--- config.mk ---
export PLATFORM = sky130hd
export DESIGN_NAME = imem_loader
export DESIGN_NICKNAME = d
export VERILOG_FILES = /design/src/rtl/imem_loader_pkg.sv /design/src/rtl/imem_byte_packer.sv /design/src/rtl/imem_loader.sv
export SDC_FILE = /design/constraint.sdc
export NUM_CORES = 1
export LEC_CHECK = 0
export BUFFER_PORTS_ARGS = -buffer_cell sky130_fd_sc_hd__buf_2
export CAP_MARGIN = 20
export CORE_MARGIN = 5
export CORE_UTILIZATION = 59
export CTS_BUF_LIST = sky130_fd_sc_hd__clkbuf_8
export CTS_CLUSTER_DIAMETER = 80
export CTS_CLUSTER_SIZE = 24
export DETAILED_ROUTE_END_ITERATION = 12
export GPL_ROUTABILITY_DRIVEN = 0
export PLACE_DENSITY = 0.81
export SLEW_MARGIN = 20
export SYNTH_ARGS = -nofsm -noshare
export SYNTH_HDL_FRONTEND = slang
export SYNTH_HIERARCHICAL = 1
export SYNTH_SLANG_ARGS = --single-unit
--- constraint.sdc ---
create_clock -name clk -period 3.93 [get_ports clk]
set_input_delay 0.393 -clock clk [delete_from_list [all_inputs] [get_ports clk]]
set_output_delay 0.393 -clock clk [all_outputs]
set_load 0.02 [all_outputs]
--- src/rtl/imem_loader_pkg.sv ---
// imem_loader_pkg: shared FSM state type and frame constants for the instruction-memory loader.
package imem_loader_pkg;
  localparam int LEN_BYTES = 2;
  localparam int BYTES_PER_WORD = 4;
  typedef enum logic [2:0] {
    IDLE,
    LEN_LO,
    LEN_HI,
    DATA,
`ifdef IMEM_LOADER_CSUM_EN
    CSUM,
`endif
    DONE,
    ERR
  } state_t;
endpackage

--- src/rtl/imem_byte_packer.sv ---
// imem_byte_packer: gathers little-endian bytes into 32-bit words; full flags the byte completing a word.
module imem_byte_packer
  import imem_loader_pkg::*;
(
  input  logic        clk,
  input  logic        rst,
  input  logic        clr,
  input  logic        en,
  input  logic [7:0]  din,
  output logic        full,
  output logic [31:0] word
);
  logic [1:0] cnt;
  logic [8*(BYTES_PER_WORD-1)-1:0] part;
  assign full = en && cnt == 2'(BYTES_PER_WORD - 1);
  assign word = {din, part};
  always_ff @(posedge clk) begin
    if (rst || clr) begin
      cnt <= '0;
      part <= '0;
    end else if (en) begin
      cnt <= cnt + 2'd1;
      part <= {din, part[8*(BYTES_PER_WORD-1)-1:8]};
    end
  end
endmodule

--- src/rtl/imem_loader.sv ---
// imem_loader: receives a length-prefixed byte frame and writes it into instruction memory, holding the core in reset until done.
// Optional trailing checksum byte enabled by defining IMEM_LOADER_CSUM_EN.
module imem_loader
  import imem_loader_pkg::*;
#(
  parameter int ADDR_W = 10
) (
  input  logic              clk,
  input  logic              rst,
  input  logic              start,
  input  logic              in_valid,
  input  logic [7:0]        in_data,
  output logic              in_ready,
  output logic              imem_we,
  output logic [ADDR_W-1:0] imem_waddr,
  output logic [31:0]       imem_wdata,
  output logic              cpu_rst_n,
  output logic              busy,
  output logic              err
);
  state_t state, nxt;
  logic [8*LEN_BYTES-1:0] len;
  logic [ADDR_W:0] idx;
  logic [16:0] n_words;
  logic [31:0] word;
  logic acc, full, last;
`ifdef IMEM_LOADER_CSUM_EN
  logic [7:0] sum;
  localparam state_t FIN = CSUM;
`else
  localparam state_t FIN = DONE;
`endif
  assign busy = state != IDLE && state != DONE && state != ERR;
  assign in_ready = busy;
  assign err = state == ERR;
  assign cpu_rst_n = state == DONE;
  assign acc = in_valid && in_ready;
  assign n_words = {1'b0, in_data, len[7:0]};
  assign last = 17'(idx) + 17'd1 == {1'b0, len};
  imem_byte_packer u_packer (
    .clk(clk),
    .rst(rst),
    .clr(state != DATA),
    .en(acc && state == DATA),
    .din(in_data),
    .full(full),
    .word(word)
  );
  always_comb begin
    nxt = state;
    case (state)
      IDLE, DONE, ERR: nxt = start ? LEN_LO : state;
      LEN_LO: nxt = acc ? LEN_HI : state;
      LEN_HI: nxt = !acc ? state : n_words > (17'd1 << ADDR_W) ? ERR : n_words == 17'd0 ? FIN : DATA;
      DATA: nxt = full && last ? FIN : state;
`ifdef IMEM_LOADER_CSUM_EN
      CSUM: nxt = !acc ? state : 8'(sum + in_data) == 8'd0 ? DONE : ERR;
`endif
      default: nxt = IDLE;
    endcase
  end
  always_ff @(posedge clk) begin
    if (rst) begin
      state <= IDLE;
      len <= '0;
      idx <= '0;
      imem_we <= 1'b0;
      imem_waddr <= '0;
      imem_wdata <= '0;
`ifdef IMEM_LOADER_CSUM_EN
      sum <= '0;
`endif
    end else begin
      state <= nxt;
      imem_we <= full;
      if (full) begin
        imem_waddr <= idx[ADDR_W-1:0];
        imem_wdata <= word;
        idx <= idx + (ADDR_W+1)'(1);
      end
      if (acc && state == LEN_LO) len[7:0] <= in_data;
      if (acc && state == LEN_HI) len[15:8] <= in_data;
      if (state != LEN_LO && nxt == LEN_LO) idx <= '0;
`ifdef IMEM_LOADER_CSUM_EN
      // running sum restarts with each new frame
      if (state != LEN_LO && nxt == LEN_LO) sum <= '0;
      else if (acc && state != CSUM) sum <= sum + in_data;
`endif
    end
  end
endmodule

==> flow_summary.yaml, run 1 <==
logic_synthesis:
  yosysWarningCount: 6
  yosys.area_share.simple: 0.179
  synth-seq-cells: 99
  netlist.top_cell.by_area: "sky130_fd_sc_hd__dfxtp_1"
  cell_count_after_synthesis: 455
  prevailing_post_synth_register_cell: "sky130_fd_sc_hd__dfxtp_1"
  synth_area_leaders: "sky130_fd_sc_hd__dfxtp_1 45%, sky130_fd_sc_hd__mux2i_1 16%, sky130_fd_sc_hd__nor2_1 6.7%"
  asyncSetResetFlopFracSynth: 0
  synth-edff-count: 0
  synthXorXnorAreaFrac: 0.0482
  yosysTopAreaCellShare: 0.454
  synthesis.area_per_instance_um2: 9.59
  syn_nets: 469
  synth_cell_type_count: 55
  synth-seq-area-share: 0.454
  largest_family_of_logic_cells_by_synthesized_area: "simple AND/OR/NAND/NOR gates"
  synth_compound_gate_area_share: 0.0906
  synth_adder_area_share: 0.00573
  synthMuxAreaShare: 0.156
  syn_area_um2: 4360
floorplan:
  floorplan.io_pins: 59
  std_cell_rows: 31
  die_area_um2: 9220
  initial_utilization: 0.605
  die-width_um: 96.0
  die_height_um: 96.0
  core_area_um2: 7210
cells_and_area:
  synthesis_to_finish_area_growth_pct: 8.06
  layout-drive-gt1-share: 0.205
  finish.net_count: 501
  fill_cells: 617
  post-route-util: 0.654
  final_common_cell: "sky130_fd_sc_hd__dfxtp_1"
  mostFrequentLayoutCells: "99 x sky130_fd_sc_hd__dfxtp_1, 78 x sky130_fd_sc_hd__nor2_1, 68 x sky130_fd_sc_hd__mux2i_1"
  antenna-diode-count: 0
sta:
  timing.fmax_ghz: 0.344
  tns_ns: 0
  fin_ws_ns: 1.02
  maxSlewHeadroom: 0.358
  worst-slew-pin-transition_ns: 0.960
  final.period_utilization: 0.739
  min_period_ns: 2.91
  rsz_0062_raised_after_global_routing: "no"
  fin_clk_skew_ns: 0.00984
  hold_violations: 0
  setup_viol_count_final: 0
  slew_violations: 0
setup_path:
  startpoint_types: "register"
  critical_path_class: "reg2reg"
  worstPathMaxFanout: 12
  r2r_slack_ns: 1.02
  reg2reg_to: "idx[10]"
  worstRegToRegCells: 8
  worst_ep_arrival_time_ns: 3.13
  cp-end-kind: "register"
  worst_ep_required_time_ns: 4.16
  worstReg2RegStart: "idx[0]"
routing:
  dr_total_vias: 3255
  post_drt_wl_per_cell_um: 15.9
  route.detailed.drc: 0
  drt-total-wl_um: 9380
  dr.pass1.iters: 6
  post_drt_via_cell_ratio: 5.51
  drt_iter0_markers: 186
  drt.antenna.violating_nets: 0
global_route:
  grt_antenna_before_repair: 0
  grt_first_pass_wirelength_um: 15700
  globalRoute.totalOverflow: 0
  track_usage: 0.218
  first_global_vias: 3255
  maximum_number_of_pins_on_one_net_before_global_route_repair: 54
clock_network:
  max-clock-path-buffers: 2
  cts_resized: 0
  cts-buffers-inserted: 9
  cts.reportedPaths.clkPinSlew_ns: 0.10
  post-cts-setup-buffers: 0
  clkLatencyLatePin_ns: 0.37
  clock_tree.root_cell: "sky130_fd_sc_hd__clkbuf_8"
  cts.sink_count: 99
  cts_tree: "done"
  cts-hold-fix-buffers: 0
  clock_tree.htree_level_count: 3
worst_hold_path:
  min_path_cells: 3
  min-delay-start: "in_data[4]"
  worstHoldPathType: "in2reg"
  min_to: "len[12]"
power_and_ir_drop:
  ir_worst_vdd_mv: 0.228
  power_per_cell_area_nw_per_um2: 376
  power.leakage_nw: 1.67
placed_design:
  buffer_ports.inserted: 58
  placed_wire_length_estimate_um: 6410
  placement.setup.worst_slack_ns: 1.09
job:
  max_cap_violations: 0
outcome:
  outcome: "complete, no violations"
==> through the flow <==
step	power, mW	hold slack (ns)	area (um^2)	cells
final	1.77	0.320	4720	591
after global routing	1.84	0.321	4720	591
after CTS	1.78	0.300	4720	591
after detailed placement	1.15	0.458	4520	575
after global placement	1.15	0.443	4520	575
after floorplan	1.13	0.436	4360	455
==> synthesized netlist by cell type (6+ instances only) <==
cell	instances
sky130_fd_sc_hd__a21oi_1	22
sky130_fd_sc_hd__xor2_1	11
sky130_fd_sc_hd__nand4_1	6
sky130_fd_sc_hd__buf_4	12
sky130_fd_sc_hd__buf_6	7
sky130_fd_sc_hd__mux2i_1	68
sky130_fd_sc_hd__nand2b_1	7
sky130_fd_sc_hd__nor2_1	78
sky130_fd_sc_hd__xnor2_1	13
sky130_fd_sc_hd__dfxtp_1	99
sky130_fd_sc_hd__clkbuf_1	8
sky130_fd_sc_hd__nand2_1	41
sky130_fd_sc_hd__a21oi_2	11
sky130_fd_sc_hd__buf_2	6
==> metal layers <==
layer | global-route usage | share of wire | vias to the layer above
met5 | 0 | 0 | -
met4 | 0.0818 | 0.017 | 0
met3 | 0.0375 | 0.052 | 14
met2 | 0.377 | 0.52 | 89
met1 | 0.272 | 0.42 | 1553
li1 | - | - | 1599
==> flip-flops by register name (all words and copies together), names as in the netlist <==
signal / count
idx: 11
imem_waddr: 10
imem_wdata: 32
imem_we: 1
len: 16
state: 3
u_packer/cnt: 2
u_packer/part: 24
==> where the power goes <==
| group | switching (mW) | total (mW) | internal (mW) |
|---|---|---|---|
| combinational | 0.0736 | 0.111 | 0.0371 |
| clock | 0.377 | 0.639 | 0.261 |
| sequential | 0.0120 | 1.02 | 1.01 |
| total | 0.463 | 1.77 | 1.31 |
==> cell families after synthesis <==
logic type               after synthesis
adder cells (fa/ha/maj)                2
AND/OR/NAND/NOR                      165
XOR/XNOR                              24
buffers and inverters                 43
flip-flops                            99
AO/OA/AOI/OAI                         54
multiplexers                          68
==> worst max-delay path, stage by stage (launching register included) <==
cell                        delay (ns)
sky130_fd_sc_hd__dfxtp_1          0.46
sky130_fd_sc_hd__ha_1             0.31
sky130_fd_sc_hd__nand3_1          0.20
sky130_fd_sc_hd__nor2_1           0.22
sky130_fd_sc_hd__xnor2_1          0.15
sky130_fd_sc_hd__a2111oi_4        0.39
sky130_fd_sc_hd__a31oi_1          0.21
sky130_fd_sc_hd__o31ai_4          0.70
sky130_fd_sc_hd__a21oi_1          0.13
==> cell type report <==
type | count | area (um^2) | share of cell area
Timing Repair Buffer | 61 | 313 | 0.0663
Clock buffer | 10 | 138 | 0.0292
Tap cell | 99 | 124 | 0.0263
Multi-Input combinational cell | 313 | 2090 | 0.444
Inverter | 3 | 11.3 | 0.00239
Clock inverter | 6 | 55.1 | 0.0117
Sequential cell | 99 | 1980 | 0.420
==> worst max path at each step <==
| stage | slack, ns | depth (start not counted) | to | startpoint |
|---|---|---|---|---|
| floorplan | 1.19 | 13 | idx[6] | state[0] |
| global placement | 1.25 | 8 | idx[10] | idx[0] |
| detailed placement | 1.09 | 8 | idx[10] | idx[0] |
| CTS | 1.01 | 8 | idx[10] | idx[0] |
| global route | 0.78 | 8 | idx[10] | idx[0] |
| finish | 1.02 | 8 | idx[10] | idx[0] |
(Power assumes the default switching activity.)
==> run 2, diff against run 1 <==
- CORE_UTILIZATION: 59 -> 54
- PLACE_DENSITY: 0.81 -> 0.79
- clock period: 3.93 -> 2.37 ns (I/O delays scaled with it)
==> run 2 against run 1 <==
Against the previous run:
- maximum frequency increased by 29%
- sequential cell count unchanged
- non-clock buffer count increased by 23
- total power increased by 73%
- wire length decreased by 1.0%
- global-route usage decreased by 2.6 points
- clock power increased by 82%
- first-iteration DRC count decreased by 7.0%
- final cell count increased by 4.4%
- combinational power increased by 94%
==> flow_summary.yaml, run 2 (synthesis gave the netlist of run 1 again) <==
outcome:
  outcome: "complete, no violations"
global_route:
  first_global_vias: 3312
  track_usage: 0.192
  grt_antenna_before_repair: 0
  globalRoute.totalOverflow: 0
  maximum_number_of_pins_on_one_net_before_global_route_repair: 57
  grt_first_pass_wirelength_um: 15700
clock_network:
  cts-buffers-inserted: 9
  cts_tree: "done"
  clock_tree.root_cell: "sky130_fd_sc_hd__clkbuf_8"
  cts.reportedPaths.clkPinSlew_ns: 0.10
  max-clock-path-buffers: 2
  clkLatencyLatePin_ns: 0.37
  clock_tree.htree_level_count: 3
  cts.sink_count: 99
  cts-hold-fix-buffers: 0
floorplan:
  die-width_um: 99.9
  die_area_um2: 9980
  std_cell_rows: 32
  initial_utilization: 0.559
  core_area_um2: 7810
  die_height_um: 99.9
  floorplan.io_pins: 59
setup_path:
  path_cells: "or4_4 > nor4_4 > a41oi_1 > or2_0 > a31o_1 > buf_12 > a21oi_2"
  cpMaxStageDelayCell: "sky130_fd_sc_hd__or4_4"
  worstReg2RegStart: "len[2]"
  worst_ep_arrival_time_ns: 2.55
  r2r_slack_ns: 0.13
  origin_of_the_worst_setup_path: "len[2]"
  startpoint_types: "register"
  worst_ep_required_time_ns: 2.67
  reg2reg_to: "idx[6]"
  cp-end-kind: "register"
  critical_path_class: "reg2reg"
  worstRegToRegCells: 7
  worst_path_largest_cell_delay_ns: 0.54
  worstPathMaxFanout: 11
power_and_ir_drop:
  power.leakage_nw: 1.81
  power_per_cell_area_nw_per_um2: 616
  ir_worst_vdd_mv: 0.377
sta:
  maxSlewHeadroom: 0.612
  fin_clk_skew_ns: 0.0102
  rsz_0062_raised_after_global_routing: "no"
  min_period_ns: 2.24
  worst-slew-pin-transition_ns: 0.583
  timing.fmax_ghz: 0.446
  hold_violations: 0
  fin_worst_hold_slack_ns: 0.111
  final.period_utilization: 0.947
  fin_ws_ns: 0.126
  slew_violations: 0
  setup_viol_count_final: 0
placed_design:
  buffer_ports.inserted: 58
  placement.setup.worst_slack_ns: 0.00290
  dp.cells: 599
  placed_wire_length_estimate_um: 6770
cells_and_area:
  layout-drive-gt1-share: 0.260
  synthesis_to_finish_area_growth_pct: 14.1
  largestRegisters: "imem_wdata: 32 flops, u_packer/part: 24 flops, len: 16 flops"
  post-route-util: 0.638
  final_common_cell: "sky130_fd_sc_hd__dfxtp_1"
  largest_reg_flops: 32
  final_cell_count_no_fill: 617
  top_register: "imem_wdata"
  antenna-diode-count: 0
  mostFrequentLayoutCells: "95 x sky130_fd_sc_hd__dfxtp_1, 77 x sky130_fd_sc_hd__nor2_1, 68 x sky130_fd_sc_hd__mux2i_1"
  finish.net_count: 524
worst_hold_path:
  min-delay-start: "rst"
  worstHoldPathType: "in2reg"
  min_to: "len[10]"
  min_path_cells: 2
routing:
  drt_iter0_markers: 173
  drt-total-wl_um: 9280
  post_drt_via_cell_ratio: 5.36
  dr_total_vias: 3306
  route.detailed.drc: 0
  dr.pass1.iters: 4
  post_drt_wl_per_cell_um: 15.0
  drt.antenna.violating_nets: 0
job:
  max_cap_violations: 0
run 2: worst max path at each step:
stage / to / slack, ns / depth (start not counted)
floorplan: idx[6] / -0.04 / 13
global placement: idx[1] / 0.08 / 9
detailed placement: idx[6] / 0.003 / 9
CTS: idx[4] / 0.001 / 9
global route: imem_waddr[9] / 0.007 / 8
finish: idx[6] / 0.13 / 7
run 2: layer usage:
| layer | up-vias | track usage | wire, um |
|---|---|---|---|
| met3 | 19 | 0.0507 | 480 |
| met5 | - | 0 | 0 |
| met1 | 1550 | 0.229 | 4060 |
| met4 | 0 | 0.0798 | 209 |
| li1 | 1653 | - | - |
| met2 | 84 | 0.327 | 4540 |
run 2: report_power, final:
group	total, mW	internal (mW)	switching [mW]	leakage, nW
Clock	1.16	0.519	0.640	0.111
Sequential	1.69	1.68	0.0165	0.800
Combinational	0.215	0.0862	0.129	0.902
Total	3.07	2.28	0.786	1.81
run 2: area by class of cell:
cell class              instances  area [um^2]
clock inverters                 7         95.1
repair buffers                 84          510
multi-input cells             313         2120
well taps                     102          128
inverters                       3         13.8
fillers                       644         2830
clock buffers                   9          124
flip-flops and latches         99         1990
run 2: timing repair:
| action | in CTS | in global routing |
|---|---|---|
| pin swaps | 1 | 2 |
| setup endpoints to repair | 10 | 12 |
| gates resized for setup | 0 | 5 |
| endpoints found under the hold margin | 0 | 0 |
| setup buffers | 1 | 1 |
run 2: through the flow:
step / setup TNS (ns) / power [mW] / instance area (um^2)
after floorplan: -0.391 / 1.89 / 4410
final: 0 / 3.07 / 4980
after detailed placement: 0 / 1.94 / 4740
after global routing: 0 / 3.19 / 4980
after CTS: 0 / 3.09 / 4960
after global placement: 0 / 1.94 / 4740
run 2: critical path, delay by kind of cell, from the launching register on:
| kind | cells | cell delay [ns] |
|---|---|---|
| and+or+nand+nor | 3 | 1.08 |
| AOI/OAI and AO/OA | 3 | 0.59 |
| DFF | 1 | 0.36 |
| buffers and inverters | 1 | 0.16 |
==> run 3, diff against run 2 <==
- RECOVER_POWER: default -> 100
- SETUP_SLACK_MARGIN: default -> 0.05
- SKIP_LAST_GASP: default -> 1
==> run 3 against run 2 <==
Against the previous run:
- worst hold slack better by 0.0046 ns
- maximum frequency up 0.25%
- sequential share of layout area up 0.70 points
- design area down 1.7%
- sequential cell count unchanged
- clock power about the same
- clock skew up 0.0020 ns
- wire length up 1.7%
- utilization down 1.1 points
==> flow_summary.yaml, run 3 (synthesis gave the netlist of run 1 again) <==
sta:
  final.period_utilization: 0.945
  rsz_0062_raised_after_global_routing: "no"
  fin_clk_skew_ns: 0.0122
  hold_violations: 0
  maxSlewHeadroom: 0.445
  tns_ns: 0
  timing.fmax_ghz: 0.447
  fin_worst_hold_slack_ns: 0.115
  worst-slew-pin-transition_ns: 0.832
  fin_ws_ns: 0.131
  setup_viol_count_final: 0
  slew_violations: 0
  min_period_ns: 2.24
worst_hold_path:
  min-delay-start: "rst"
  min_path_cells: 2
  worstHoldPathType: "in2reg"
placed_design:
  placed_wire_length_estimate_um: 6770
  placement.setup.worst_slack_ns: 0.00290
  buffer_ports.inserted: 58
  place_area_um2: 4740
cells_and_area:
  synthesis_to_finish_area_growth_pct: 12.2
  antenna-diode-count: 0
  largest_reg_flops: 32
  top_register: "imem_wdata"
  fill_cells: 660
  mostFrequentLayoutCells: "94 x sky130_fd_sc_hd__dfxtp_1, 76 x sky130_fd_sc_hd__nor2_1, 68 x sky130_fd_sc_hd__mux2i_1"
  final_common_cell: "sky130_fd_sc_hd__dfxtp_1"
  finish.net_count: 524
  postLayoutCellArea_um2: 4900
  largestRegisters: "imem_wdata: 32 flops, u_packer/part: 24 flops, len: 16 flops"
  layout-drive-gt1-share: 0.151
routing:
  dr_total_vias: 3334
  dr.pass1.iters: 5
  drt.antenna.violating_nets: 0
  drt-total-wl_um: 9440
  route.detailed.drc: 0
  post_drt_wl_per_cell_um: 15.3
  drt_iter0_markers: 236
  post_drt_via_cell_ratio: 5.40
global_route:
  track_usage: 0.192
  globalRoute.totalOverflow: 0
  maximum_number_of_pins_on_one_net_before_global_route_repair: 57
  grt_first_pass_wirelength_um: 15700
  grt_antenna_before_repair: 0
  first_global_vias: 3312
floorplan:
  floorplan.io_pins: 59
  die_height_um: 99.9
  initial_utilization: 0.559
  core_area_um2: 7810
  die_area_um2: 9980
  std_cell_rows: 32
  die-width_um: 99.9
clock_network:
  cts.sink_count: 99
  cts-hold-fix-buffers: 0
  clkLatencyLatePin_ns: 0.37
  clock_tree.root_cell: "sky130_fd_sc_hd__clkbuf_8"
  cts_tree: "done"
  clock_tree.htree_level_count: 3
  max-clock-path-buffers: 2
  cts-buffers-inserted: 9
  cts.reportedPaths.clkPinSlew_ns: 0.10
power_and_ir_drop:
  power_per_cell_area_nw_per_um2: 626
  power_frac_comb: 0.068
  pwr-share-seq: 0.552
  power.switching_fraction: 0.257
  power.leakage_nw: 1.60
  clockPowerShare: 0.380
  power.internal_mw: 2.28
  ir_worst_vdd_mv: 0.380
  power_switching_mw: 0.787
  fin_total_pwr_mw: 3.06
setup_path:
  cpMaxStageDelayCell: "sky130_fd_sc_hd__or4_4"
  critical_path_class: "reg2reg"
  cp-end-kind: "register"
  worst_path_largest_cell_delay_ns: 0.54
  path_cells: "or4_4 > nor4_4 > a41oi_2 > or2_0 > a31o_1 > buf_12 > a21oi_1"
  worstPathMaxFanout: 11
  worstRegToRegCells: 7
  worstReg2RegStart: "len[2]"
  startpoint_types: "register"
  worst_ep_required_time_ns: 2.66
  r2r_slack_ns: 0.13
  worst_ep_arrival_time_ns: 2.52
  origin_of_the_worst_setup_path: "len[2]"
job:
  max_cap_violations: 0
outcome:
  outcome: "complete, no violations"
run 3: cell types whose count changed in the layout (fill, tap and decap cells not counted), sizes merged:
| cell | previous run | this run |
|---|---|---|
| clkbuf | 9 | 60 |
| buf | 84 | 33 |
run 3: path summary, 6_finish.rpt:
kind / end
worst min register to register: len[15]
worst max register to register: idx[0]
worst min-delay path: len[10]
worst max-delay path: idx[0]
run 3: what timing repair did:
action / 4_1_cts / 5_1_grt
gates resized for setup: 2 / 9
endpoints found under the setup margin: 10 / 23
pin swaps: 2 / 2
setup buffers: 1 / 1
run 3: critical path, delay by kind of cell, from the launching register on:
kind / cells / cell delay (ns)
buffers and inverters: 1 / 0.15
flip-flops: 1 / 0.36
AND/OR/NAND/NOR: 3 / 1.08
AO/OA/AOI/OAI: 3 / 0.57
run 3: layer usage:
layer	track usage	up-vias	routed length (um)
li1	-	1650	-
met1	0.230	1572	4130
met2	0.327	92	4600
met3	0.0507	20	472
met4	0.0798	0	231
met5	0	-	0
run 3: layout make-up:
cell class              instances  area, um^2  area share
multi-input cells             313        2110       0.430
well taps                     102         128      0.0261
repair buffers                 84         442      0.0902
flip-flops and latches         99        1990       0.406
clock inverters                 7        95.1      0.0194
inverters                       3        13.8     0.00281
clock buffers                   9         124      0.0253
run 3: stage by stage:
step,util,std cells
6_report,0.627,617
5_1_grt,0.627,617
4_1_cts,0.636,616
3_5_place_dp,0.607,599
3_3_place_gp,0.607,599
2_1_floorplan,-,455
run 3: power by group through the flow:
stage | combinational [mW] | clock, mW | sequential [mW]
floorplan | 0.159 | 0 | 1.73
global placement | 0.208 | 0 | 1.73
detailed placement | 0.212 | 0 | 1.73
CTS | 0.215 | 1.18 | 1.69
global route | 0.223 | 1.26 | 1.70
finish | 0.207 | 1.16 | 1.69
